--- src/rtl/cdb_arbiter.sv ---
// -----------------------------------------------------------------------------
// cdb_arbiter
//   Selects up to NUM_GRANT completed reservation stations per cycle to drive
//   the common data buses. Selection is fixed priority (ARB_MODE=0) or round
//   robin (ARB_MODE=1). A requester that has waited STARVE_LIMIT cycles takes
//   precedence over the normal rule. Grants are suppressed while the forwarding
//   path claims the bus, and for RESP_DELAY cycles after each LSQ response.
//
// Ports
//   clk            clock
//   rst_n          asynchronous active-low reset; forces all outputs to 0
//   complete_i     [NUM_REQ]   station i has a result ready
//   resp_i         LSQ memory response this cycle (opens blackout window)
//   forward_i      bus claimed by forwarding path; no grants this cycle
//   grant_valid_o  [NUM_GRANT] slot k holds a valid grant (packed from slot 0)
//   grant_idx_o    [NUM_GRANT][IDX_W] granted station per slot, 0 when invalid
//   load_o         equals grant_valid_o[0]
//
// Optional feature (macro CDB_ARB_STATS_EN), saturating counters:
//   stat_grants_o        [32] total grants issued
//   stat_block_cycles_o  [32] cycles blocked while some station was complete
//   stat_starve_o        [16] cycles where slot 0 was a starvation override
// -----------------------------------------------------------------------------
`ifndef NUM_STATIONS
`define NUM_STATIONS 8
`endif

module cdb_arbiter #(
  parameter int NUM_REQ      = `NUM_STATIONS,
  parameter int NUM_GRANT    = 2,
  parameter int ARB_MODE     = 1,
  parameter int STARVE_LIMIT = 7,
  parameter int RESP_DELAY   = 1,
  parameter int IDX_W        = (NUM_REQ > 2) ? $clog2(NUM_REQ) : 1
) (
  input  logic                            clk,
  input  logic                            rst_n,
  input  logic [NUM_REQ-1:0]              complete_i,
  input  logic                            resp_i,
  input  logic                            forward_i,
  output logic [NUM_GRANT-1:0]            grant_valid_o,
  output logic [NUM_GRANT-1:0][IDX_W-1:0] grant_idx_o,
  output logic                            load_o
`ifdef CDB_ARB_STATS_EN
  ,
  output logic [31:0]                     stat_grants_o,
  output logic [31:0]                     stat_block_cycles_o,
  output logic [15:0]                     stat_starve_o
`endif
);

  localparam int BLK_W = (RESP_DELAY > 0) ? $clog2(RESP_DELAY + 1) : 1;
  localparam int AGE_W = $clog2(STARVE_LIMIT + 1);

  logic [IDX_W-1:0]              rr_q, rr_d;
  logic [BLK_W-1:0]              blk_q, blk_d;
  logic [NUM_REQ-1:0][AGE_W-1:0] age_q, age_d;

  logic                          blocked;
  logic [NUM_REQ-1:0]            starved;
  logic [NUM_REQ-1:0]            granted;
  logic [NUM_GRANT-1:0]          gv;
  logic [NUM_GRANT-1:0][IDX_W-1:0] gi;
  logic                          slot0_starve;

  assign blocked = forward_i | (blk_q != '0);

  always_comb begin
    for (int i = 0; i < NUM_REQ; i++) begin
      starved[i] = complete_i[i] & (age_q[i] == AGE_W'(STARVE_LIMIT));
    end
  end

  // Each slot repeats the same search over the stations not yet granted, so a
  // failed slot implies every later slot fails too and grants stay packed.
  always_comb begin
    logic found;
    int   sel;
    int   j;
    gv           = '0;
    gi           = '0;
    granted      = '0;
    slot0_starve = 1'b0;
    found        = 1'b0;
    sel          = 0;
    j            = 0;
    if (!blocked) begin
      for (int k = 0; k < NUM_GRANT; k++) begin
        found = 1'b0;
        sel   = 0;
        for (int i = 0; i < NUM_REQ; i++) begin
          if (!found && starved[i] && !granted[i]) begin
            found = 1'b1;
            sel   = i;
          end
        end
        if (found && (k == 0)) slot0_starve = 1'b1;
        if (!found) begin
          if (ARB_MODE == 0) begin
            for (int i = 0; i < NUM_REQ; i++) begin
              if (!found && complete_i[i] && !granted[i]) begin
                found = 1'b1;
                sel   = i;
              end
            end
          end else begin
            for (int off = 0; off < NUM_REQ; off++) begin
              j = int'(rr_q) + off;
              if (j >= NUM_REQ) j = j - NUM_REQ;
              if (!found && complete_i[j] && !granted[j]) begin
                found = 1'b1;
                sel   = j;
              end
            end
          end
        end
        if (found) begin
          gv[k]        = 1'b1;
          gi[k]        = IDX_W'(sel);
          granted[sel] = 1'b1;
        end
      end
    end
  end

  // Next state: pointer follows the highest valid slot; blackout counter
  // reloads on every response so back-to-back responses extend the window.
  always_comb begin
    rr_d = rr_q;
    if (ARB_MODE != 0) begin
      for (int k = 0; k < NUM_GRANT; k++) begin
        if (gv[k]) rr_d = (gi[k] == IDX_W'(NUM_REQ - 1)) ? '0 : gi[k] + 1'b1;
      end
    end

    if ((RESP_DELAY > 0) && resp_i) blk_d = BLK_W'(RESP_DELAY);
    else if (blk_q != '0)           blk_d = blk_q - 1'b1;
    else                            blk_d = blk_q;

    for (int i = 0; i < NUM_REQ; i++) begin
      if (!complete_i[i] || granted[i])          age_d[i] = '0;
      else if (blocked)                          age_d[i] = age_q[i];
      else if (age_q[i] != AGE_W'(STARVE_LIMIT)) age_d[i] = age_q[i] + 1'b1;
      else                                       age_d[i] = age_q[i];
    end
  end

  always_ff @(posedge clk or negedge rst_n) begin
    if (!rst_n) begin
      rr_q  <= '0;
      blk_q <= '0;
      age_q <= '0;
    end else begin
      rr_q  <= rr_d;
      blk_q <= blk_d;
      age_q <= age_d;
    end
  end

  assign grant_valid_o = rst_n ? gv : '0;
  assign grant_idx_o   = rst_n ? gi : '0;
  assign load_o        = rst_n & gv[0];

`ifdef CDB_ARB_STATS_EN
  logic [31:0] stat_grants_q, stat_block_q;
  logic [15:0] stat_starve_q;
  logic [32:0] grants_sum;

  assign grants_sum = {1'b0, stat_grants_q} + 33'($countones(gv));

  always_ff @(posedge clk or negedge rst_n) begin
    if (!rst_n) begin
      stat_grants_q <= '0;
      stat_block_q  <= '0;
      stat_starve_q <= '0;
    end else begin
      stat_grants_q <= grants_sum[32] ? '1 : grants_sum[31:0];
      if (blocked && (|complete_i) && (stat_block_q != '1))
        stat_block_q <= stat_block_q + 1'b1;
      if (slot0_starve && (stat_starve_q != '1))
        stat_starve_q <= stat_starve_q + 1'b1;
    end
  end

  assign stat_grants_o       = stat_grants_q;
  assign stat_block_cycles_o = stat_block_q;
  assign stat_starve_o       = stat_starve_q;
`else
  logic unused_stats;
  assign unused_stats = slot0_starve;
`endif

endmodule

--- config.mk ---
export PLATFORM = sky130hd
export DESIGN_NAME = cdb_arbiter
export DESIGN_NICKNAME = d
export VERILOG_FILES = /design/src/rtl/cdb_arbiter.sv
export SDC_FILE = /design/constraint.sdc
export NUM_CORES = 1
export LEC_CHECK = 0
export BUFFER_PORTS_ARGS = -buffer_cell sky130_fd_sc_hd__buf_4
export CAP_MARGIN = 20
export CORE_AREA = 4 4 99 171
export CTS_CLUSTER_DIAMETER = 100
export DETAILED_ROUTE_END_ITERATION = 8
export DIE_AREA = 0 0 103 175
export GPL_TIMING_DRIVEN = 0
export PLACE_DENSITY = 0.44
export SYNTH_ARGS = -nofsm -noshare
export SYNTH_HDL_FRONTEND = slang
export SYNTH_SLANG_ARGS = --single-unit
export TNS_END_PERCENT = 20
--- constraint.sdc ---
create_clock -name clk -period 9.7 [get_ports clk]
set_input_delay 0.97 -clock clk [delete_from_list [all_inputs] [get_ports clk]]
set_output_delay 0.97 -clock clk [all_outputs]
set_load 0.05 [all_outputs]
==> results.cfg, run 1 <==
[status]
outcome = completed

[clocking]
clock_latency_ns = 0.28
cts_resized = 0
tritoncts = yes
h-tree-depth = 1
numCtsBuffers = 3
clock_path_buffers = 2
clock_sinks = 28
ctsHoldBuffers = 0
cts_setup_buffers = 0
root_buffer = clkbuf_16
clk_transition_reported_paths_ns = 0.07

[floorplan]
rows = 60
core_um2 = 15460
die_x_um = 103
initial_core_util_pct = 29.62
dieArea_um2 = 18030
io_pins = 21
die_y_um = 175

[layout]
multi_input_area_um2 = 3694
area_delta_synth_final_pct = 10.65
antenna_cells = 0
fin_nets = 583
layout-drive-gt1-share_pct = 21.26
register_area_um2 = 700.7
fill_cells = 1642
finalNonFillerCells = 727

[setup_path]
path_cells = buf_2 > buf_4 > buf_1 > inv_1 > ha_1 > buf_6 > mux4_2 > mux2_4 > a2111oi_4 > nand3_2 > nor3_1 > nor2_2 > o21ai_1 > nor3_2 > o32ai_2 > o21bai_1 > a31oi_1 > nor4_1 > a311o_1 > nor2_1 > buf_4
timing.rr.start = rr_q[1]
cpLargestDelayFamily = compound AO/OA/AOI/OAI gates
timing.rr.end = rr_q[2]
cp_data_required_time_ns = 8.73
reg2regPathDepth = 24
end_kind = output port
arrival_ns = 7.88
worst_setup_path_start_kind = register
path_buf_inv = 6
cpPeakStageDelay_ns = 0.62
path_class = reg2out
crit_fanout = 10
cp_slowest_cell = mux4_2
path_common_cell = buf_4
r2r_slack_ns = 1.35

[detailed_routing]
drtPass1Iterations = 4
route.detailed.drc = 0
vias = 4463
routed_wl_mm = 17.43
ant_nets = 0
viasPerCell = 6.139
routedWlPerCell_um = 23.98
drt_iter0_drc = 182

[sta]
setup-violations-final = 0
tns_ns = 0
hold_viol = 0
finalMaxSlewViolations = 0
fin_skew_ns = 0.005502
max_slew_margin_pct = 38.26
rsz0062_at_grt = no
fmax_mhz = 113.0
period_needed_ns = 8.848
worstMarginPinSlew_ns = 0.9004
fin_crit_sh_pct = 91.21

[synthesis]
yosys.area.top_type = dfrtp_1
ys_ff_latch = 28
postSynthCellCount = 517
synth.most_common_cell = nand2_1
synth_cell_types = 95
synthesis.area_um2 = 4581
synth-main-ff-cell = dfrtp_1
synth_common_cells = nand2_1 (47), nor2_1 (46), nor3_1 (34)
yosysWarnings = 0
synthArstFlopShare_pct = 100.0
synth_area_leaders = dfrtp_1 (15%), ha_1 (7.9%), mux2i_1 (6.6%), mux4_2 (5.9%), nand2_1 (3.9%)
synth.top_cell.area_share_pct = 15.30
synth_nets = 558
synth_edf_count = 0
syn_area_per_cell_um2 = 8.860
ys_seq_area_share_pct = 15.30

[min_path]
min_path_type = reg2reg
min-delay-start = age_q[12]
holdPathStages = 2
min_to = age_q[12]

[placement]
dp_hpwl_mm = 14.52
placedCellCount = 723
io_buffer_count = 20
routabilityCongestion = 0.9027

[grt]
first_global_vias = 4692
grt_max_degree = 31
grtUsageMet3_pct = 0.7591
grt_busiest_layer = met2
antenna_found_initial = 0
use_met2_pct = 37.75
use_met1_pct = 20.28
track_usage_pct = 19.92
grt_overflow = 0
grt_pass1_wl_mm = 27.17

[run]
maxCapViolations = 0
==> worst max-delay path by stage <==
stage                        from        endpoint  slack [ns]  depth (start not counted)
after global placement    rr_q[1]  grant_idx_o[3]        1.10                         21
after detailed placement  rr_q[1]  grant_idx_o[3]        1.21                         22
after global routing      rr_q[1]  grant_idx_o[3]        0.51                         20
after CTS                 rr_q[1]  grant_idx_o[3]        0.87                         22
after floorplan           rr_q[1]  grant_idx_o[5]        2.60                         19
final                     rr_q[1]  grant_idx_o[3]        0.85                         21
==> per-stage QoR <==
stage | utilization (%) | instance area (um2) | hold WS [ns] | worst slack [ns]
CTS | 32.78 | 5069 | 0.5653 | 0.8744
floorplan | - | 4581 | 0.5306 | 2.596
detailed placement | 32.10 | 4964 | 0.5471 | 1.209
finish | 32.78 | 5069 | 0.5616 | 0.8525
global placement | 32.10 | 4964 | 0.5448 | 1.097
global route | 32.78 | 5069 | 0.5960 | 0.5136
==> area by class of cell <==
class | count | share of cell area (%)
multi-input combinational | 448 | 72.87
sequential | 28 | 13.82
tap | 186 | 4.591
timing repair buffer | 20 | 2.962
buffer | 26 | 2.567
clock buffer | 3 | 1.481
inverter | 15 | 1.111
clock inverter | 1 | 0.5924
==> sequential cells by signal, indices dropped and copies added (netlist names) <==
| name | count |
|---|---|
| age_q | 24 |
| blk_q | 1 |
| rr_q | 3 |
==> worst register-to-register path, delay by kind of cell (launching register included) <==
| kind | cells | cell delay, ns |
|---|---|---|
| compound gates | 7 | 2.52 |
| fa+ha+maj | 3 | 0.94 |
| buf+inv | 6 | 1.74 |
| flops | 1 | 0.47 |
| mux | 2 | 0.97 |
| simple gates | 6 | 1.59 |
==> routing by layer <==
metal | up-vias | part of all wire [%]
li1 | 2071 | -
met1 | 2243 | 35
met2 | 103 | 57
met3 | 46 | 2.0
met4 | 0 | 6.3
met5 | - | 0
==> cells in the final DEF, fill, tap and decap left out, types with 9 or more instances in the layout <==
cell type and instances:
a21oi_1 13, a31oi_1 9, and2_1 9, buf_4 25
clkbuf_1 13, dfrtp_1 28, ha_1 29, inv_1 14
mux2i_1 30, mux4_2 12, nand2_1 47, nand2b_1 11
nand3_1 11, nor2_1 46, nor3_1 34, o211ai_1 11
o21ai_0 18, xnor2_1 9
==> cells by family after synthesis <==
group | Yosys count | share of synthesized area [%]
buffers and inverters | 41 | 4.070
xor gates and xnor gates | 11 | 2.267
adders and majority gates | 29 | 7.921
DFF | 28 | 15.30
and+or+nand+nor | 200 | 24.83
muxes | 54 | 16.06
AOI/OAI and AO/OA | 154 | 29.56
Power of run 1 is not shown: default switching activity piles up to over one toggle a cycle in this logic, so the estimate is an artifact.
==> run 2, diff against run 1 <==
--- a/config.mk
+++ b/config.mk
@@ -7,12 +7,14 @@
 export LEC_CHECK = 0
 export BUFFER_PORTS_ARGS = -buffer_cell sky130_fd_sc_hd__buf_4
 export CAP_MARGIN = 20
-export CORE_AREA = 4 4 99 171
+export CORE_AREA = 4 4 78 134
 export CTS_CLUSTER_DIAMETER = 100
 export DETAILED_ROUTE_END_ITERATION = 8
-export DIE_AREA = 0 0 103 175
+export DIE_AREA = 0 0 82 138
 export GPL_TIMING_DRIVEN = 0
-export PLACE_DENSITY = 0.44
+export MAX_ROUTING_LAYER = met4
+export PLACE_DENSITY = 0.66
+export RECOVER_POWER = 100
 export SYNTH_ARGS = -nofsm -noshare
 export SYNTH_HDL_FRONTEND = slang
 export SYNTH_SLANG_ARGS = --single-unit
==> results.cfg, run 2 (same netlist as run 1, synthesis figures left out) <==
[clocking]
clock_path_buffers = 2
cts_resized = 0
h-tree-depth = 1
root_buffer = clkbuf_16
clock_sinks = 28
cts_setup_buffers = 0
clk_transition_reported_paths_ns = 0.07
clock_latency_ns = 0.27
tritoncts = yes
ctsHoldBuffers = 0
numCtsBuffers = 3

[grt]
grt_pass1_wl_mm = 25.70
grt_overflow = 0
antenna_found_initial = 0
track_usage_pct = 30.74
first_global_vias = 4635
grt_max_degree = 31

[pwr]
leakagePower_nw = 2.009
power_mw = 2.042
vdd_ir_drop_max_mv = 0.2486
powerDensity_nw_per_um2 = 418.8

[placement]
placed_cell_area_um2 = 4883
io_buffer_count = 20
routabilityCongestion = 1.030
dp_hpwl_mm = 13.38

[detailed_routing]
routed_wl_mm = 16.44
routedWlPerCell_um = 24.80
vias = 4610
drt_iter0_drc = 347
drtPass1Iterations = 6
viasPerCell = 6.953
route.detailed.drc = 0
ant_nets = 0

[layout]
layout-drive-gt1-share_pct = 19.41
register_area_um2 = 700.7
layout_commonest_cell = nand2_1
antenna_cells = 0
fill_cells = 912
area_delta_synth_final_pct = 6.419
largest_register = age_q
utilization_pct = 51.81
fin_nets = 583
fin_area_um2 = 4875
multi_input_area_um2 = 3593
layout_common_cells = nand2_1 (47), nor2_1 (46), nor3_1 (34), mux2i_1 (30), ha_1 (29)
reg_top3 = age_q: 24 flops, rr_q: 3 flops, blk_q: 1 flops
largest_register_ffs = 24

[status]
violations = max-capacitance violations, max-slew violations
outcome = finished with violations

[floorplan]
die_x_um = 82
rows = 47
core_um2 = 9409
die_y_um = 138
io_pins = 21
initial_core_util_pct = 48.68
dieArea_um2 = 11320

[setup_path]
worst_setup_path_start_kind = register
path_cells = buf_2 > buf_4 > clkbuf_1 > inv_1 > ha_1 > buf_6 > mux4_2 > mux2_4 > a2111oi_4 > nand3_1 > o31ai_2 > o21ai_0 > nor3_2 > o32ai_2 > or2_4 > or4b_4 > nand2b_1 > and2_1 > clkbuf_1 > nand2_1 > nor2_1 > clkbuf_2
timing.rr.start = rr_q[1]
cp_slowest_cell = o31ai_2
arrival_ns = 8.17
cpLargestDelayFamily = simple AND/OR/NAND/NOR gates
reg2regPathDepth = 21
r2r_slack_ns = 1.14
path_buf_inv = 7
crit_fanout = 10
timing.rr.end = age_q[3]
path_common_cell = clkbuf_1
cp_data_required_time_ns = 8.73
end_kind = output port
cpPeakStageDelay_ns = 0.66
path_class = reg2out

[min_path]
min_to = age_q[12]
min-delay-start = age_q[12]
min_path_type = reg2reg
holdPathStages = 2

[sta]
rsz0062_at_grt = no
fmax_mhz = 109.4
fin_crit_sh_pct = 94.23
finalMaxSlewViolations = 31
tns_ns = 0
hold_viol = 0
period_needed_ns = 9.140
fin_skew_ns = 0.002794
setup-violations-final = 0
worstMarginPinSlew_ns = 1.546
max_slew_margin_pct = -3.051

[run]
maxCapViolations = 1
## run 2: worst max-delay path by stage
stage                     startpoint        endpoint  slack, ns  cells after the start
after global placement       rr_q[1]  grant_idx_o[3]       1.16                     21
after floorplan              rr_q[1]  grant_idx_o[5]       2.60                     19
final                        rr_q[1]  grant_idx_o[3]       0.56                     22
after detailed placement     rr_q[1]  grant_idx_o[3]       1.18                     21
after CTS                    rr_q[1]  grant_idx_o[3]       0.84                     21
after global routing         rr_q[1]  grant_idx_o[3]       0.21                     22
## run 2: metrics by stage
stage / hold slack (ns) / setup WS, ns / std cells
3_5_place_dp: 0.5624 / 1.180 / 659
5_1_grt: 0.5948 / 0.2133 / 663
3_3_place_gp: 0.5465 / 1.162 / 659
4_1_cts: 0.5726 / 0.8387 / 663
6_report: 0.5684 / 0.5597 / 663
2_1_floorplan: 0.5306 / 2.596 / 517
## run 2: routing by layer
metal  GRT usage (%)  part of all wire, %  up-vias
met5               -                    0        -
met1           31.85                   34     2240
met3           2.865                  4.4       88
li1                -                    -     2073
met4           21.72                  8.9        0
met2           52.24                   53      209
## run 2: tightest hold or removal path, stage by stage, from the launching register on
cell and delay, ns:
dfrtp_1 0.37, xnor2_1 0.12, nor3_1 0.04
## run 2: final cells by class
type | instances | area share, %
clock inverters | 1 | 0.6160
well taps | 122 | 3.131
inverters | 15 | 1.155
clock buffers | 3 | 1.540
multi-input cells | 448 | 73.72
repair buffers | 20 | 2.798
flip-flops and latches | 28 | 14.37
plain buffers | 26 | 2.669
## run 2: report_power, final
| part | internal (mW) | leakage [nW] | switching (mW) |
|---|---|---|---|
| combinational | 0.593 | 1.58 | 1.17 |
| sequential | 0.135 | 0.380 | 0.0190 |
| clock | 0.0823 | 0.0511 | 0.0401 |
No activity file was read; power rests on OpenSTA's default activity.
==> run 3, diff against run 2 <==
--- a/config.mk
+++ b/config.mk
@@ -7,10 +7,10 @@
 export LEC_CHECK = 0
 export BUFFER_PORTS_ARGS = -buffer_cell sky130_fd_sc_hd__buf_4
 export CAP_MARGIN = 20
-export CORE_AREA = 4 4 78 134
+export CORE_AREA = 4 4 101 103
 export CTS_CLUSTER_DIAMETER = 100
 export DETAILED_ROUTE_END_ITERATION = 8
-export DIE_AREA = 0 0 82 138
+export DIE_AREA = 0 0 105 107
 export GPL_TIMING_DRIVEN = 0
 export MAX_ROUTING_LAYER = met4
 export PLACE_DENSITY = 0.66
==> results.cfg, run 3 (same netlist as run 1, synthesis figures left out) <==
[status]
outcome = finished with violations
violations = max-capacitance violations, max-slew violations

[layout]
largest_register = age_q
layout-drive-gt1-share_pct = 18.85
utilization_pct = 52.37
fin_nets = 583
register_area_um2 = 700.7
layout_commonest_cell = nand2_1
layout_common_cells = nand2_1 (47), nor2_1 (46), nor3_1 (35), mux2i_1 (30), ha_1 (29)
area_delta_synth_final_pct = 5.135
fin_area_um2 = 4816
antenna_cells = 0
fill_cells = 885
multi_input_area_um2 = 3573
reg_top3 = age_q: 24 flops, rr_q: 3 flops, blk_q: 1 flops
largest_register_ffs = 24

[setup_path]
crit_fanout = 10
cp_slowest_cell = mux4_2
arrival_ns = 7.88
cp_data_required_time_ns = 8.73
path_common_cell = clkbuf_1
timing.rr.start = rr_q[1]
end_kind = output port
r2r_slack_ns = 1.30
worst_setup_path_start_kind = register
cpPeakStageDelay_ns = 0.60
path_class = reg2out
timing.rr.end = rr_q[2]
path_cells = clkbuf_1 > buf_4 > clkbuf_1 > inv_1 > ha_1 > buf_6 > mux4_2 > mux2_4 > a2111oi_4 > nand3_1 > o221a_2 > nor2_1 > a41oi_2 > nor3_4 > nand2b_4 > or4b_4 > nand2b_1 > and2_1 > clkbuf_1 > nand2_1 > nor2_1 > buf_4
reg2regPathDepth = 23

[clocking]
clock_sinks = 28
h-tree-depth = 1
clock_path_buffers = 2
ctsHoldBuffers = 0
cts_resized = 0
cts_setup_buffers = 0
root_buffer = clkbuf_8
numCtsBuffers = 3
clock_latency_ns = 0.27
tritoncts = yes
clk_transition_reported_paths_ns = 0.09

[min_path]
min_to = age_q[6]
min-delay-start = age_q[6]
min_path_type = reg2reg
holdPathStages = 2

[detailed_routing]
dr_wl_met3_um = 820
drt_iter0_drc = 430
route.detailed.drc = 0
drtPass1Iterations = 5
top_layer = met4
routed_wl_mm = 14.26
viasPerCell = 6.845
ant_nets = 0
vias = 4463
wl_met1_mm = 6.032
routedWlPerCell_um = 21.88
routed-wl-met2_mm = 6.926

[sta]
fin_ws_ns = 0.8457
hold_viol = 0
worstMarginPinSlew_ns = 1.565
setup-violations-final = 0
fin_skew_ns = 0.001964
period_needed_ns = 8.854
finalMaxSlewViolations = 31
fmax_mhz = 112.9
max_slew_margin_pct = -4.350
fin_crit_sh_pct = 91.28
rsz0062_at_grt = no
tns_ns = 0

[floorplan]
io_pins = 21
core_um2 = 9196
die_x_um = 105
rows = 35
initial_core_util_pct = 49.81
dieArea_um2 = 11240
die_y_um = 107

[grt]
grt_max_degree = 31
first_global_vias = 4347
grt_overflow = 0
antenna_found_initial = 0
grt_pass1_wl_mm = 23.33
track_usage_pct = 26.38

[placement]
placed_cell_area_um2 = 4870
routabilityCongestion = 0.9426
dpl_worst_slack_ns = 1.500
dp_hpwl_mm = 11.51
io_buffer_count = 20

[pwr]
vdd_ir_drop_max_mv = 0.1852
leakagePower_nw = 1.989
powerDensity_nw_per_um2 = 398.9
power_mw = 1.921

[run]
maxCapViolations = 1
[run 3: cell types whose count changed in the layout (fill, tap and decap cells not counted), moves of 3 or more]
| cell | delta |
|---|---|
| clkbuf_8 | +3 |
| buf_4 | +4 |
| clkbuf_16 | -3 |
| clkbuf_2 | -4 |
[run 3: worst max-delay path by stage]
stage / start / to / slack, ns / cells after the start
detailed placement: rr_q[1] / grant_idx_o[3] / 1.50 / 21
global placement: rr_q[1] / grant_idx_o[3] / 1.54 / 21
floorplan: rr_q[1] / grant_idx_o[5] / 2.60 / 19
finish: rr_q[1] / grant_idx_o[3] / 0.85 / 22
global route: rr_q[1] / grant_idx_o[5] / 0.41 / 23
CTS: rr_q[1] / grant_idx_o[3] / 1.20 / 21
[run 3: layout make-up]
class                           count  share of cell area (%)
Clock buffer                        3                  0.8574
Inverter                           15                   1.169
Sequential cell                    28                   14.55
Clock inverter                      1                  0.6235
Multi-Input combinational cell    448                   74.20
Buffer                             26                   2.676
Tap cell                          111                   2.884
Timing Repair Buffer               20                   3.040
[run 3: through the flow]
step,cells,hold slack (ns)
after global placement,648,0.5455
after floorplan,517,0.5306
after CTS,652,0.5708
after detailed placement,648,0.5556
final,652,0.5665
after global routing,652,0.5937
[run 3: routing by layer]
metal | vias up | track usage, %
li1 | 2084 | -
met3 | 43 | 1.866
met2 | 173 | 43.26
met5 | - | -
met4 | 0 | 10.78
met1 | 2163 | 34.03
[run 3: power breakdown]
group / total [mW] / switching [mW] / internal, mW
Sequential: 0.151 / 0.0168 / 0.134
Clock: 0.0908 / 0.0355 / 0.0553
Combinational: 1.68 / 1.09 / 0.590
Total: 1.92 / 1.14 / 0.779
[run 3: critical path, delay by kind of cell (launching register included)]
kind,cells,cell delay [ns]
AND/OR/NAND/NOR,9,2.42
buffers and inverters,7,2.09
AO/OA/AOI/OAI,3,1.24
multiplexers,2,0.93
flip-flops,1,0.47
adder cells (fa/ha/maj),1,0.42
